===== config.mk =====
export PLATFORM = sky130hd
export DESIGN_NAME = button_debouncer
export DESIGN_NICKNAME = d
export VERILOG_FILES = /design/src/rtl/button_debouncer.sv
export SDC_FILE = /design/constraint.sdc
export NUM_CORES = 1
export LEC_CHECK = 0
export CAP_MARGIN = 20
export CORE_UTILIZATION = 35
export CTS_BUF_LIST = sky130_fd_sc_hd__clkbuf_2
export DETAILED_ROUTE_END_ITERATION = 6
export MAX_ROUTING_LAYER = met4
export SLEW_MARGIN = 20
export SYNTH_ARGS = -nofsm -noshare
export SYNTH_HDL_FRONTEND = slang
export SYNTH_SLANG_ARGS = --single-unit

===== constraint.sdc =====
create_clock -name clk_in -period 3.9 [get_ports clk_in]
set_input_delay 0.78 -clock clk_in [delete_from_list [all_inputs] [get_ports clk_in]]
set_output_delay 0.78 -clock clk_in [all_outputs]
set_load 0.02 [all_outputs]

===== src/rtl/button_debouncer.sv =====
// Debounces raw push-buttons on clk_in, using divided_clk rising edges as the sample tick.
// Each channel yields a clean level, a press pulse and a single long-press pulse per hold.
module button_debouncer #(
    parameter int N_BTN      = 4,
    parameter int DEB_TICKS  = 3,
    parameter int LONG_TICKS = 100,
    parameter int CNT_W      = 8
) (
    input  logic             clk_in,
    input  logic             rst,
    input  logic             divided_clk,
    input  logic [N_BTN-1:0] btn_raw,
    output logic             tick_out,
    output logic [N_BTN-1:0] btn_level,
    output logic [N_BTN-1:0] btn_press,
    output logic [N_BTN-1:0] btn_long
);

    typedef enum logic [1:0] {
        IDLE      = 2'd0,
        PRESS_CHK = 2'd1,
        HELD      = 2'd2,
        REL_CHK   = 2'd3
    } state_t;

    localparam logic [CNT_W-1:0] ZERO_C = {CNT_W{1'b0}};
    localparam logic [CNT_W-1:0] ONE_C  = CNT_W'(1);
    localparam logic [CNT_W-1:0] DEB_C  = CNT_W'(DEB_TICKS);
    localparam logic [CNT_W-1:0] LONG_C = CNT_W'(LONG_TICKS);

    // Counters stop at their limit instead of wrapping.
    function automatic logic [CNT_W-1:0] sat_inc(input logic [CNT_W-1:0] v,
                                                 input logic [CNT_W-1:0] lim);
        if (v >= lim) begin
            sat_inc = lim;
        end else begin
            sat_inc = v + ONE_C;
        end
    endfunction

    logic             div_meta_q, div_meta_d, div_sync_q, div_sync_d, div_prev_q, div_prev_d;
    logic [N_BTN-1:0] btn_meta_q, btn_meta_d, btn_sync_q, btn_sync_d;
    logic             tick_s, tick_out_q, tick_out_d;
    state_t           state_q [N_BTN];
    state_t           state_d [N_BTN];
    logic [CNT_W-1:0] dc_q [N_BTN];
    logic [CNT_W-1:0] dc_d [N_BTN];
    logic [CNT_W-1:0] hc_q [N_BTN];
    logic [CNT_W-1:0] hc_d [N_BTN];
    logic [CNT_W-1:0] dc_inc_s [N_BTN];
    logic [N_BTN-1:0] level_q, level_d, press_q, press_d, long_q, long_d;

    // Synchronizers, tick detection and per-channel next-state computation.
    always_comb begin
        div_meta_d = divided_clk;
        div_sync_d = div_meta_q;
        div_prev_d = div_sync_q;
        btn_meta_d = btn_raw;
        btn_sync_d = btn_meta_q;
        tick_s     = div_sync_q & ~div_prev_q;
        tick_out_d = tick_s;
        state_d    = state_q;
        dc_d       = dc_q;
        hc_d       = hc_q;
        level_d    = level_q;
        press_d    = {N_BTN{1'b0}};
        long_d     = {N_BTN{1'b0}};
        for (int i = 0; i < N_BTN; i++) begin
            dc_inc_s[i] = sat_inc(dc_q[i], DEB_C);
            if (tick_s) begin
                case (state_q[i])
                    IDLE: begin
                        if (btn_sync_q[i] && (DEB_C == ONE_C)) begin
                            state_d[i] = HELD;
                            dc_d[i]    = ZERO_C;
                            hc_d[i]    = ZERO_C;
                            level_d[i] = 1'b1;
                            press_d[i] = 1'b1;
                        end else if (btn_sync_q[i]) begin
                            state_d[i] = PRESS_CHK;
                            dc_d[i]    = ONE_C;
                        end else begin
                            state_d[i] = IDLE;
                        end
                    end
                    PRESS_CHK: begin
                        if (!btn_sync_q[i]) begin
                            state_d[i] = IDLE;
                            dc_d[i]    = ZERO_C;
                        end else if (dc_inc_s[i] == DEB_C) begin
                            state_d[i] = HELD;
                            dc_d[i]    = ZERO_C;
                            hc_d[i]    = ZERO_C;
                            level_d[i] = 1'b1;
                            press_d[i] = 1'b1;
                        end else begin
                            dc_d[i]    = dc_inc_s[i];
                        end
                    end
                    HELD: begin
                        if (btn_sync_q[i]) begin
                            hc_d[i]   = sat_inc(hc_q[i], LONG_C);
                            long_d[i] = (hc_q[i] != LONG_C) && ((hc_q[i] + ONE_C) == LONG_C);
                        end else if (DEB_C == ONE_C) begin
                            state_d[i] = IDLE;
                            dc_d[i]    = ZERO_C;
                            hc_d[i]    = ZERO_C;
                            level_d[i] = 1'b0;
                        end else begin
                            state_d[i] = REL_CHK;
                            dc_d[i]    = ONE_C;
                        end
                    end
                    REL_CHK: begin
                        // A sample that agrees with "pressed" cancels the release; hc is kept.
                        if (btn_sync_q[i]) begin
                            state_d[i] = HELD;
                            dc_d[i]    = ZERO_C;
                        end else if (dc_inc_s[i] == DEB_C) begin
                            state_d[i] = IDLE;
                            dc_d[i]    = ZERO_C;
                            hc_d[i]    = ZERO_C;
                            level_d[i] = 1'b0;
                        end else begin
                            dc_d[i]    = dc_inc_s[i];
                        end
                    end
                    default: begin
                        state_d[i] = IDLE;
                        dc_d[i]    = ZERO_C;
                        hc_d[i]    = ZERO_C;
                        level_d[i] = 1'b0;
                    end
                endcase
            end else begin
                state_d[i] = state_q[i];
            end
        end
    end

    // State and output registers, cleared asynchronously by rst.
    always_ff @(posedge clk_in or posedge rst) begin
        if (rst) begin
            div_meta_q <= 1'b0;
            div_sync_q <= 1'b0;
            div_prev_q <= 1'b0;
            btn_meta_q <= {N_BTN{1'b0}};
            btn_sync_q <= {N_BTN{1'b0}};
            tick_out_q <= 1'b0;
            level_q    <= {N_BTN{1'b0}};
            press_q    <= {N_BTN{1'b0}};
            long_q     <= {N_BTN{1'b0}};
            for (int i = 0; i < N_BTN; i++) begin
                state_q[i] <= IDLE;
                dc_q[i]    <= ZERO_C;
                hc_q[i]    <= ZERO_C;
            end
        end else begin
            div_meta_q <= div_meta_d;
            div_sync_q <= div_sync_d;
            div_prev_q <= div_prev_d;
            btn_meta_q <= btn_meta_d;
            btn_sync_q <= btn_sync_d;
            tick_out_q <= tick_out_d;
            level_q    <= level_d;
            press_q    <= press_d;
            long_q     <= long_d;
            state_q    <= state_d;
            dc_q       <= dc_d;
            hc_q       <= hc_d;
        end
    end

    assign tick_out  = tick_out_q;
    assign btn_level = level_q;
    assign btn_press = press_q;
    assign btn_long  = long_q;

endmodule


==> flow_summary.yaml, run 1 <==
timing:
  period_share: 0.638
  min_period_ns: 2.49
  timing.clock.skew_ns: 0.0117
  hold_ws_ns: 0.381
  final-hold-violation-count: 0
  rsz0062_at_grt: "no"
  fin_tns_setup_ns: 0
  setup_viol: 0
  slew_viol_final: 0
  tightest_slew_ns: 0.607
  slew_headroom: 0.591
  fmax_mhz: 402
die:
  core_um2: 13300
  die_h_um: 119
  initial_core_util: 0.361
  die-area_um2: 14200
  dieWidth_um: 119
  io_pins: 20
  std_cell_rows: 42
synthesis:
  synth_ff_type: "dfrtp_1"
  seq_area_frac_synth: 0.499
  synth_cells: 469
  yosys_register_bits: 96
  synth_edf_count: 0
  synth_area_um2: 4820
  yosysTopAreaCellShare: 0.499
  syn_avg_cell_area_um2: 10.3
  yosysTopAreaCell: "dfrtp_1"
  synth_nets: 492
  synthArstFlopShare: 1.00
  synth_cell_types: 68
  yosysWarnings: 0
  synth_area_leaders: "dfrtp_1 (50%), ha_1 (4.2%), and2_1 (3.8%)"
power_and_ir_drop:
  peakVddDrop_mv: 0.122
  power.density_nw_per_um2: 446
  power_leakage_nw: 2.35
cts:
  clock_latency_ns: 0.57
  htreeDepth: 3
  cts.sinks: 96
  ctsHoldBuffers: 0
  cts_tree: "yes"
  cts_setup_buffers: 0
  cts_root_buf: "clkbuf_2"
  clk_pin_slew_ns: 0.23
  post_cts_resized: 0
  max-clock-path-buffers: 2
  numCtsBuffers: 9
worst_setup_path:
  crit_path_start_kind: "flop"
  crit_path_max_incr_delay_ns: 0.51
  cp_max_fo: 19
  worst_setup_path_end_kind: "flop"
  critical_path_arrival_ns: 2.98
  r2r_cells: 5
  path_delay_family: "simple AND/OR/NAND/NOR gates"
  crit_slowest_cell: "nand2b_1"
  path_cells: "nand2b_1 -> clkinv_2 -> nand4_1 -> and2_1 -> mux2_2"
  crit_type: "reg2reg"
  cp_data_required_time_ns: 4.39
  critPathBufInv: 1
  path_depth: 5
  r2r_setup_slack_ns: 1.41
grt:
  grt_pass1_vias: 3458
  grt_first_pass_wirelength_um: 16100
  track_usage: 0.146
  overflow: 0
  grt_antenna_before_repair: 1
  grt_start_max_net_pins: 51
routing:
  drc: 0
  detail-route-antenna-nets: 0
  drtIter0Drc: 169
  drtPass1Iterations: 4
  avgViaCountPerCell: 5.39
  routed_wirelength_um: 9250
  vias: 3567
  wl_per_cell_um: 14.0
placement:
  hpwl_um: 6440
  port_buffers: 19
  gp_congestion: 0.831
run:
  maxCapViolations: 0
status:
  status: "completed"
worst_hold_path:
  worstHoldPathType: "reg2reg"
  whs_path_depth: 0
cells_and_area:
  drive_gt1_frac: 0.0660
  nNetsFinal: 503
  syn_to_final_growth_pct: 9.02
worst paths after layout:
path / endpoint / from
hold / removal: btn_sync_q[3] / btn_meta_q[3]
max in group asynchronous: hc_q[14] / rst
setup reg to reg: hc_q[29] / div_prev_q
setup / recovery: hc_q[29] / div_prev_q
hold reg to reg: btn_sync_q[3] / btn_meta_q[3]
min in group asynchronous: btn_meta_q[1] / rst
cell families after synthesis:
family / synth area share
AND/OR/NAND/NOR: 0.215
adder cells (fa/ha/maj): 0.0416
flip-flops: 0.499
multiplexers: 0.0182
buffers and inverters: 0.0390
AO/OA/AOI/OAI: 0.162
XOR/XNOR: 0.0255
stage by stage:
stage / utilization / setup slack, ns / std cells / cell area (µm²) / power [mW]
2_1_floorplan: - / 0.615 / 469 / 4820 / 1.76
3_3_place_gp: 0.385 / 1.47 / 645 / 5140 / 1.87
3_5_place_dp: 0.385 / 1.41 / 645 / 5140 / 1.90
4_1_cts: 0.393 / 1.39 / 661 / 5250 / 2.38
5_1_grt: 0.393 / 1.12 / 662 / 5250 / 2.54
6_report: 0.393 / 1.41 / 662 / 5250 / 2.34
layout by cell type (no fill, tap or decap), drive strengths merged, types with 9 or more instances in the layout:
master         instances
nor2                  14
and2                  29
o21ai                 21
nand3                 26
a31oi                 13
a21oi                 15
nand2b                 9
inv                   21
or3                   12
clkbuf                11
nor3                  16
dfrtp                 96
nand2                 35
ha                    16
clkdlybuf4s50         19
state kept, by name (all words and copies together) (netlist names), named ones only:
| name | count |
|---|---|
| dc_q | 32 |
| hc_q | 32 |
| btn_level | 4 |
| btn_long | 4 |
| btn_meta_q | 4 |
| btn_press | 4 |
| btn_sync_q | 4 |
| state_q | 4 |
| div_meta_q | 1 |
| div_prev_d | 1 |
| div_prev_q | 1 |
| tick_out | 1 |
where the power goes:
part | switching [mW] | internal, mW
logic | 0.343 | 0.259
clock network | 0.320 | 0.147
registers | 0.166 | 1.11
metal layers:
| layer | part of all wire | up-vias | track usage | wire [µm] |
|---|---|---|---|---|
| met5 | 0 | - | - | 0 |
| met4 | 0.016 | 0 | 0.0617 | 147 |
| met3 | 0.026 | 11 | 0.0321 | 239 |
| met2 | 0.49 | 43 | 0.226 | 4530 |
| met1 | 0.47 | 1770 | 0.185 | 4330 |
| li1 | - | 1743 | - | - |
worst reg2reg max path: stages, from the launching register on:
cell and delay [ns]:
dfrtp_1 0.41, nand2b_1 0.51, clkinv_2 0.41, nand4_1 0.36, and2_1 0.35, mux2_2 0.37
cells in the mapped netlist, types with 8 or more instances:
library cell,count
a21oi_1,15
a31oi_1,13
and2_1,29
and3_1,8
clkbuf_1,8
dfrtp_1,96
ha_1,16
inv_1,21
nand2_1,35
nand2b_1,9
nand3_1,26
nand3b_1,8
nand4_1,8
nor2_1,14
nor3_1,16
o21ai_0,20
or3_1,12
cell type report:
cell class              count  area [µm²]
fillers                  1321        8100
flip-flops and latches     96        2400
multi-input cells         331        2230
well taps                 176         220
repair buffers             20         210
inverters                  22        86.3
clock buffers              11        55.1
clock inverters             5        47.5
diodes                      1        2.50
Power figures use the tool's default switching activity.
==> run 2, diff against run 1 <==
clock period = 2.3 ns   (was 3.9 ns; I/O delays follow)
==> run 2 against run 1 <==
Effect of this change:
- non-clock buffer count rose by 8
- critical path depth fell by 4
- clock-buffer cell count did not move
- core utilization rose by 0.81 points
- power rose by 77%
- sequential share of layout area fell by 0.92 points
- register-to-register slack got worse by 1.2 ns
- routed wire length rose by 2.0%
- sequential power rose by 71%
- via count rose by 1.1%
==> flow_summary.yaml, run 2 (same netlist as run 1, synthesis figures left out) <==
status:
  status: "completed"
routing:
  drtIter0Drc: 193
  vias: 3608
  drtPass1Iterations: 4
  avgViaCountPerCell: 5.39
  detail-route-antenna-nets: 0
  wl_per_cell_um: 14.1
  drc: 0
  routed_wirelength_um: 9430
cells_and_area:
  fillCellCount: 1276
  nNetsFinal: 511
  reg.largest.list: "dc_q x32, hc_q x32"
  mostFrequentLayoutCells: "dfrtp_1 (96), nand2_1 (35), and2_1 (29)"
  fin_area_um2: 5360
  layout_commonest_cell: "dfrtp_1"
  drive_gt1_frac: 0.0852
  syn_to_final_growth_pct: 11.2
worst_setup_path:
  path_delay_family: "buffers and inverters"
  crit_path_max_incr_delay_ns: 0.62
  worst_setup_path_end_kind: "primary output"
  path_cells: "clkdlybuf4s50_1"
  critPathBufInv: 1
  crit_slowest_cell: "clkdlybuf4s50_1"
  cp_data_required_time_ns: 1.84
  critical_path_arrival_ns: 1.64
  cp_max_fo: 3
  crit_path_start_kind: "flop"
  crit_type: "reg2out"
die:
  io_pins: 20
  std_cell_rows: 42
  core_um2: 13300
  die_h_um: 119
  dieWidth_um: 119
  initial_core_util: 0.361
  die-area_um2: 14200
grt:
  grt_pass1_vias: 3668
  track_usage: 0.148
  grt_antenna_before_repair: 1
  overflow: 0
  grt_start_max_net_pins: 49
  grt_first_pass_wirelength_um: 16600
power_and_ir_drop:
  power.density_nw_per_um2: 776
  totalPowerFinal_mw: 4.16
  peakVddDrop_mv: 0.287
  p_switching_mw: 1.45
  p_int_mw: 2.71
  clock_power_share: 0.223
  p_comb_frac: 0.256
  power_leakage_nw: 2.40
  switching_share: 0.348
  power_frac_seq: 0.521
timing:
  min_period_ns: 2.10
  worst_slack_ns: 0.200
  period_share: 0.913
  slew_headroom: 0.560
  fin_tns_setup_ns: 0
  tightest_slew_ns: 0.652
  rsz0062_at_grt: "no"
  fmax_mhz: 476
  setup_viol: 0
  final-hold-violation-count: 0
  slew_viol_final: 0
  timing.clock.skew_ns: 0.0308
placement:
  dp_worst_setup_slack_ns: 0.283
  port_buffers: 19
  gp_congestion: 0.838
  hpwl_um: 6460
  placed_area_um2: 5220
cts:
  htreeDepth: 3
  clk_pin_slew_ns: 0.25
  max-clock-path-buffers: 2
  cts.sinks: 96
  numCtsBuffers: 9
  clock_latency_ns: 0.58
  cts_root_buf: "clkbuf_2"
  cts_setup_buffers: 0
  ctsHoldBuffers: 0
  post_cts_resized: 0
  cts_tree: "yes"
run:
  maxCapViolations: 0
worst_hold_path:
  worstHoldPathType: "in2async"
run 2: cell types whose count changed in the layout (fill, tap and decap cells not counted), sizes merged:
| cell | delta |
|---|---|
| buf | +8 |
| inv | -1 |
| clkinvlp | +2 |
| bufinv | +1 |
| clkinv | -2 |
run 2: per-layer routing:
layer / GRT usage / vias up / part of all wire / wire length (µm)
li1: - / 1767 / - / -
met3: 0.0148 / 16 / 0.020 / 187
met2: 0.241 / 54 / 0.48 / 4520
met4: 0.0773 / 0 / 0.023 / 215
met5: - / - / 0 / 0
met1: 0.182 / 1771 / 0.48 / 4510
run 2: layout make-up:
class / count / area, µm² / area share
antenna: 1 / 2.50 / 0.000467
clock buffer: 11 / 55.1 / 0.0103
clock inverter: 5 / 81.3 / 0.0152
inverter: 22 / 87.6 / 0.0163
multi-input combinational: 331 / 2230 / 0.415
sequential: 96 / 2400 / 0.448
tap: 176 / 220 / 0.0411
timing repair buffer: 28 / 283 / 0.0528
run 2: final timing paths:
path	startpoint	to	slack [ns]	depth (start not counted)
hold reg to reg	btn_meta_q[3]	btn_sync_q[3]	0.38	0
hold / removal	rst	hc_q[1]	0.27	3
setup reg to reg	dc_q[24]	hc_q[30]	0.20	6
max in group asynchronous	rst	dc_q[6]	1.77	3
setup / recovery	btn_level[3]	btn_level[3]	0.20	1
min in group clk_in	btn_raw[0]	btn_meta_q[0]	0.29	1
run 2: through the flow:
step / hold WS [ns] / std cells / utilization
after detailed placement: 0.336 / 653 / 0.391
after global routing: 0.250 / 670 / 0.401
after global placement: 0.334 / 653 / 0.391
after CTS: 0.245 / 669 / 0.401
after floorplan: 0.331 / 469 / -
final: 0.273 / 670 / 0.401
run 2: power groups by stage:
stage                     combinational [mW]  clock [mW]  sequential (mW)
after CTS                               1.07       0.968             2.16
after floorplan                        0.921           0             2.06
after global placement                  1.02           0             2.17
final                                   1.06       0.927             2.17
after detailed placement                1.05           0             2.19
after global routing                    1.22        1.02             2.21
